==> config.mk <==
export PLATFORM = sky130hd
export DESIGN_NAME = mdio_slave
export DESIGN_NICKNAME = d
export VERILOG_FILES = /design/src/rtl/mdio_pkg.sv /design/src/rtl/mdio_edge_sync.sv /design/src/rtl/mdio_slave.sv
export SDC_FILE = /design/constraint.sdc
export NUM_CORES = 1
export LEC_CHECK = 0
export CAP_MARGIN = 30
export CORE_MARGIN = 5
export CORE_UTILIZATION = 50
export CTS_BUF_LIST = sky130_fd_sc_hd__clkbuf_4 sky130_fd_sc_hd__clkbuf_8
export CTS_CLUSTER_DIAMETER = 30
export CTS_CLUSTER_SIZE = 30
export DETAILED_ROUTE_END_ITERATION = 8
export MAX_ROUTING_LAYER = met4
export PLACE_DENSITY = 0.75
export SLEW_MARGIN = 20
export SYNTH_ARGS = -nofsm -noshare
export SYNTH_HDL_FRONTEND = slang
export SYNTH_SLANG_ARGS = --single-unit
==> constraint.sdc <==
create_clock -name clk -period 3.4 [get_ports clk]
set_input_delay 0.68 -clock clk [delete_from_list [all_inputs] [get_ports clk]]
set_output_delay 0.68 -clock clk [all_outputs]
set_load 0.02 [all_outputs]
==> src/rtl/mdio_pkg.sv <==
// Shared MDIO frame definitions (FSM encoding, ST/OP codes, status bit index) for responder and master.
// Latency: n/a. Backpressure: n/a.
package mdio_pkg;

    typedef enum logic [2:0] {
        S_IDLE,
        S_START,
        S_OP,
        S_PHYAD,
        S_REGAD,
        S_TA,
        S_WDATA,
        S_RDATA
    } mdio_state_t;

    localparam logic [1:0] MDIO_OP_READ  = 2'b10;
    localparam logic [1:0] MDIO_OP_WRITE = 2'b01;
    localparam logic [1:0] MDIO_ST       = 2'b01;
    localparam int         REG1_LINK_BIT = 2;

endpackage

==> src/rtl/mdio_edge_sync.sv <==
// Two-flop synchronizer for an asynchronous input plus rise/fall detection on the synchronized level.
// Latency: 2 clk to dout, edge strobes one clk wide. Backpressure: none.
// Flops reset to 1 so an idle (pulled-up) line produces no spurious edge.
module mdio_edge_sync (
    input  logic clk,
    input  logic rst,
    input  logic din,
    output logic dout,
    output logic rise,
    output logic fall
);

    logic s1, s2, s3;

    always_ff @(posedge clk) begin
        if (rst) begin
            s1 <= 1'b1;
            s2 <= 1'b1;
            s3 <= 1'b1;
        end else begin
            s1 <= din;
            s2 <= s1;
            s3 <= s2;
        end
    end

    assign dout = s2;
    assign rise = s2 & ~s3;
    assign fall = ~s2 & s3;

endmodule

==> src/rtl/mdio_slave.sv <==
// MDIO responder with a 32x16 register file; define MDIO_SLAVE_PREAMBLE_CHECK_EN to demand a full 32-bit preamble.
// Latency: ~3 clk from an mdc edge to sample/drive; register writes commit 1 clk after the last data-bit rise.
// Backpressure: none; the management master paces all traffic through mdc.
module mdio_slave
    import mdio_pkg::*;
#(
    parameter logic [4:0]  PHY_ADDR   = 5'd1,
    parameter logic [15:0] REG1_FIXED = 16'h7809
) (
    input  logic        clk,
    input  logic        rst,
    input  logic        mdc,
    input  logic        mdio_i,
    output logic        mdio_o,
    output logic        mdio_oe,
    input  logic        link_up,
    output logic [15:0] ctrl_reg,
    output logic        wr_pulse,
    output logic [4:0]  wr_addr
);

    logic mdc_rise, mdc_fall, mdio_s;
    logic unused_mdc_lvl, unused_mdio_rise, unused_mdio_fall;

    mdio_edge_sync u_mdc_sync (
        .clk  (clk),
        .rst  (rst),
        .din  (mdc),
        .dout (unused_mdc_lvl),
        .rise (mdc_rise),
        .fall (mdc_fall)
    );

    mdio_edge_sync u_mdio_sync (
        .clk  (clk),
        .rst  (rst),
        .din  (mdio_i),
        .dout (mdio_s),
        .rise (unused_mdio_rise),
        .fall (unused_mdio_fall)
    );

    mdio_state_t state, state_nxt;
    logic [4:0]  bit_cnt;
    logic [5:0]  ones_cnt;
    logic [1:0]  op;
    logic [4:0]  phy_sh, reg_sh, rd_addr;
    logic [15:0] data_sh, rd_word;
    logic [15:0] regs [32];
    logic        commit_pend, preamble_ok, field_last;

    assign rd_addr  = {reg_sh[3:0], mdio_s};
    assign ctrl_reg = regs[0];

`ifdef MDIO_SLAVE_PREAMBLE_CHECK_EN
    assign preamble_ok = (ones_cnt == 6'd32);
`else
    assign preamble_ok = (ones_cnt != 6'd0);
`endif

    // Register 1 is synthesised on the fly; its storage slot is never written.
    always_comb begin
        rd_word = regs[rd_addr];
        if (rd_addr == 5'd1) begin
            rd_word                = REG1_FIXED;
            rd_word[REG1_LINK_BIT] = link_up;
        end
    end

    always_comb begin
        field_last = 1'b0;
        case (state)
            S_OP, S_TA:       field_last = (bit_cnt == 5'd1);
            S_PHYAD, S_REGAD: field_last = (bit_cnt == 5'd4);
            S_WDATA:          field_last = (bit_cnt == 5'd15);
            default:          field_last = 1'b0;
        endcase
    end

    always_ff @(posedge clk) begin
        if (rst) state <= S_IDLE;
        else     state <= state_nxt;
    end

    always_comb begin
        state_nxt = state;
        if (mdc_rise) begin
            case (state)
                S_IDLE:  if (mdio_s == MDIO_ST[1] && preamble_ok) state_nxt = S_START;
                S_START: state_nxt = (mdio_s == MDIO_ST[0]) ? S_OP : S_IDLE;
                S_OP:    if (field_last)
                             state_nxt = ({op[0], mdio_s} == MDIO_OP_READ ||
                                          {op[0], mdio_s} == MDIO_OP_WRITE) ? S_PHYAD : S_IDLE;
                S_PHYAD: if (field_last) state_nxt = S_REGAD;
                S_REGAD: if (field_last) state_nxt = (phy_sh == PHY_ADDR) ? S_TA : S_IDLE;
                S_TA:    if (field_last) state_nxt = (op == MDIO_OP_READ) ? S_RDATA : S_WDATA;
                S_WDATA: if (field_last) state_nxt = S_IDLE;
                default: state_nxt = state;
            endcase
        end else if (mdc_fall && state == S_RDATA && bit_cnt == 5'd16) begin
            state_nxt = S_IDLE;
        end
    end

    always_ff @(posedge clk) begin
        if (rst) begin
            bit_cnt     <= '0;
            ones_cnt    <= '0;
            op          <= '0;
            phy_sh      <= '0;
            reg_sh      <= '0;
            data_sh     <= '0;
            commit_pend <= 1'b0;
            mdio_o      <= 1'b0;
            mdio_oe     <= 1'b0;
            wr_pulse    <= 1'b0;
            wr_addr     <= '0;
            for (int i = 0; i < 32; i++) regs[i] <= '0;
        end else begin
            wr_pulse    <= 1'b0;
            commit_pend <= 1'b0;
            if (commit_pend && reg_sh != 5'd1) begin
                wr_pulse <= 1'b1;
                wr_addr  <= reg_sh;
                if (reg_sh == 5'd0 && data_sh[15]) begin
                    for (int i = 0; i < 32; i++) regs[i] <= '0;
                end else begin
                    regs[reg_sh] <= data_sh;
                end
            end

            if (mdc_rise) begin
                case (state)
                    S_IDLE:  ones_cnt <= !mdio_s ? 6'd0 :
                                         (ones_cnt == 6'd32) ? ones_cnt : ones_cnt + 6'd1;
                    S_START: ones_cnt <= 6'd0;
                    S_OP:    op <= {op[0], mdio_s};
                    S_PHYAD: phy_sh <= {phy_sh[3:0], mdio_s};
                    S_REGAD: begin
                        reg_sh <= rd_addr;
                        // Snapshot here so link_up moving mid-read cannot tear the word.
                        if (field_last) data_sh <= rd_word;
                    end
                    S_WDATA: begin
                        data_sh <= {data_sh[14:0], mdio_s};
                        if (field_last) commit_pend <= 1'b1;
                    end
                    default: ;
                endcase
                if (state inside {S_OP, S_PHYAD, S_REGAD, S_TA, S_WDATA})
                    bit_cnt <= field_last ? 5'd0 : bit_cnt + 5'd1;
            end

            if (mdc_fall) begin
                if (state == S_TA && bit_cnt == 5'd1 && op == MDIO_OP_READ) begin
                    mdio_oe <= 1'b1;
                    mdio_o  <= 1'b0;
                end else if (state == S_RDATA) begin
                    if (bit_cnt == 5'd16) begin
                        mdio_oe <= 1'b0;
                        mdio_o  <= 1'b0;
                        bit_cnt <= 5'd0;
                    end else begin
                        mdio_o  <= data_sh[15];
                        data_sh <= {data_sh[14:0], 1'b0};
                        bit_cnt <= bit_cnt + 5'd1;
                    end
                end
            end
        end
    end

endmodule
==> results.md <==
| Parameter | This run |
|:---|:---|
| Status | complete, no violations |
| Start-to-end type of the worst setup path | flip-flop to flip-flop |
| TritonCTS Buffers | 101 |
| Number of distinct library cells after synthesis | 88 |
| Highest ir drop seen on vdd | 267 uV |
| Top cells by count, synth | edfxtp_1, and2_1, mux4_2 |
| Die height | 240 um |
| Share of layout cells above drive strength 1 | 0.217 |
| Sink count of the clock tree | 568 |
| Routed wire length per instance | 25.0 um |
| Number of placement rows | 84 |
| Hold worst-path end | phy_sh[0]$_SDFFE_PP0P_ |
| Initial core utilization | 0.504 |
| Most common cell in the synthesized netlist | edfxtp_1 |
| DRC violation total after the first TritonRoute iteration | 2134 |
| Final Power | 0.0154 W |
| Maximum clock frequency | 350 MHz |
| Critical R2R Launch | reg_sh[0]$_SDFFE_PP0P_ |
| Final Instance Area | 0.0302 mm2 |
| Initial antenna violation count | 1 |
| Worst Clk Skew | 40.0 ps |
| Count of hold buffers inserted by post-cts repair | 0 |
| Number of max-cap violations | 0 |
| Top flip-flop cell by instance count after synthesis | edfxtp_1 |
| Yosys top cell by area | edfxtp_1 |
| Buffers on Ports | 28 |
| Post-synth EDFFs | 512 |
| Max H-tree Level | 3 |
| Post-cts gate resize count | 0 |
| Global-route wire length before repair | 104000 um |
| Endpoints failing setup | 0 |
| Max-slew headroom | 0.294 |
| Met3 GRT Util | 0.0516 |
| Wirelength, routed | 69100 um |
| Setup slack, reg-to-reg | 550 ps |
| Clock Pin Slew Worst Setup and Hold Paths | 80 ps |
| GR Layer Usage met1 | 0.334 |
| Static Leak | 10.9 nW |
| Final weighted congestion of routability-driven global placement | 0.942 |
| Part of the Yosys area used for sequential elements | 0.623 |
| Setup_tns | 0 ps |
| Largest net degree at the start of global routing | 66 |
| Area growth from synthesis to layout | 14.1% |
| Half-perimeter wire length of the detailed placement result | 44600 um |
| Detailed-router iteration count before antenna repair | 6 |
| End-of-flow core utilization | 0.575 |
| Highest net fanout along the worst path | 24 |
| Placement-stage cell area | 0.0279 mm2 |
| Buffer count from post-CTS setup fixing | 0 |
| Number of buffers on the longest clock path | 3 |
| IO Pins | 29 |
| Vias after detailed routing | 16658 |
| Hold violation count in the final report | 0 |
| Fraction of post-synthesis cell area in the top cell type by area | 0.580 |
| Crit Reg-Reg Endpoint | data_sh[4]$_SDFF_PP0_ |
| Async S/R FF share, synth | 0 |
| Clock root buffer master | clkbuf_8 |
| Yosys Warn Count | 0 |
| Startpoint type of the worst setup path | flip-flop |
| Unrepaired setup endpoints after global routing | no |
| Average size of a mapped cell | 14.0 um2 |
| R2R cell count | 6 |
| Overall die area | 0.0577 mm2 |
| Met2 track demand over resource in global routing | 0.372 |
| Pins over their slew limit | 0 |
| Most used routing layer in global routing | met2 |
| Cell types occupying the most area after synthesis | edfxtp_1, and2_1, mux4_2 |
| Data arrival time of the critical path | 3450 ps |
| Clock latency on the worst-skew pair | 720 ps |
| Placeable core area | 0.0526 mm2 |
| Worst Path Required | 3990 ps |
| Pre-CTS WS | 509 ps |
| Vias in the first global route | 16666 |
| Sort of element at the end of the critical path | flip-flop |
| Via-to-Cell Ratio | 6.02 |
| Hold crit path type | input pin to flip-flop |
| Period utilization | 0.839 |
| DRC violation count after routing | 0 |
| Post-synthesis sequential element count | 568 |
| Actual slew at the worst max-slew pin | 1060 ps |
| Cell depth of the worst min-delay path | 2 |
| Worst Slack Setup Final | 547 ps |
| Cell Area, Synth | 0.0265 mm2 |
| Startpoint of the most critical hold path | rst |
| Number of routed nets with antenna violations | 0 |
| Power per standard cell area | 510 mW/mm2 |
| Width of the chip | 240 um |
| Tmin final | 2850 ps |
| All-layer global routing usage | 0.247 |
| Nets@finish | 2004 |
| Synthesized instance count | 1895 |
| Clock tree from TritonCTS | yes |
| Global route total overflow | 0 |
worst max-delay path by stage:
stage,slack [ps],depth (start not counted),startpoint,end
after detailed placement,510,6,reg_sh[0]$_SDFFE_PP0P_,data_sh[4]$_SDFF_PP0_
after CTS,530,6,reg_sh[0]$_SDFFE_PP0P_,data_sh[4]$_SDFF_PP0_
after global placement,540,6,reg_sh[0]$_SDFFE_PP0P_,data_sh[4]$_SDFF_PP0_
final,550,6,reg_sh[0]$_SDFFE_PP0P_,data_sh[4]$_SDFF_PP0_
after global routing,400,6,reg_sh[0]$_SDFFE_PP0P_,data_sh[4]$_SDFF_PP0_
after floorplan,350,5,rst,regs[24][0]$_SDFFCE_PN0P_
routing by layer:
layer / vias up / part of all wire
met3: 161 / 0.096
met1: 8351 / 0.39
met5: - / 0
li1: 7210 / -
met4: 0 / 0.040
met2: 936 / 0.47
final cells by class:
class,count,area (um2)
Inverter,13,48.8
Tap cell,688,861
Clock buffer,117,1540
Fill cell,3944,22300
Antenna cell,1,2.50
Sequential cell,568,16500
Timing Repair Buffer,152,1320
Clock inverter,71,752
Multi-Input combinational cell,1158,9190
sequential cells by signal, indices dropped and copies added, names as in the netlist:
name              flops
data_sh              16
bit_cnt               5
u_mdc_sync.s3         1
mdio_o                1
ones_cnt              6
regs                512
state                 3
op                    2
wr_addr               5
phy_sh                5
wr_pulse              1
u_mdio_sync.s1        1
commit_pend           1
mdio_oe               1
u_mdio_sync.dout      1
reg_sh                5
u_mdc_sync.dout       1
u_mdc_sync.s1         1
report_power, final:
group | switching (W) | internal [W]
combinational | 0.000306 | 0.000173
sequential | 0.0000734 | 0.00779
clock | 0.00310 | 0.00396
cell usage in the layout (no fill, tap or decap), types with 5 or more instances in the layout:
master,netlist,routed
nor2_1,86,86
clkinv_1,0,15
inv_6,0,5
and3_1,8,8
o21ai_1,1,28
clkinv_2,0,11
a211oi_1,8,8
o21ai_0,50,23
bufinv_16,0,11
dfxtp_1,56,52
clkdlybuf4s50_1,0,27
or2_2,8,8
o31a_1,6,6
clkbuf_4,0,12
a311oi_1,5,5
clkinvlp_4,0,16
a31oi_1,5,5
clkinv_4,0,6
mux2i_1,65,65
a21oi_1,30,30
nand2b_1,9,9
clkbuf_8,0,105
nor2b_1,11,11
buf_4,17,114
o22ai_1,18,18
buf_12,0,8
ha_1,5,5
a221oi_1,37,37
inv_1,13,13
conb_1,1,17
edfxtp_1,512,512
nand2_1,56,56
nand3_1,9,9
nor3_1,15,15
mux4_2,107,107
a22oi_1,12,12
and2_1,495,495
stage by stage:
stage	hold slack (ps)	cells
CTS	353	2766
floorplan	389	1911
global placement	399	2577
detailed placement	402	2578
finish	396	2768
global route	390	2768
worst max-delay path, cell delays in order (launching register included):
cell and delay (ps):
dfxtp_4 630, buf_4 480, mux4_2 610, a2111oi_0 680, a31oi_1 80, nand4_1 180, a211oi_2 90
cells by family (layout without fill, tap and decap cells):
kind of cell	Yosys count	after routing	share of synthesized area
adder cells (fa/ha/maj)	5	5	0.00236
AND/OR/NAND/NOR	737	737	0.164
XOR/XNOR	7	7	0.00231
flip-flops	568	568	0.623
AO/OA/AOI/OAI	219	219	0.0593
multiplexers	173	173	0.116
buffers and inverters	185	353	0.0327
other	1	18	0.000142
Power figures use the tool's default switching activity.
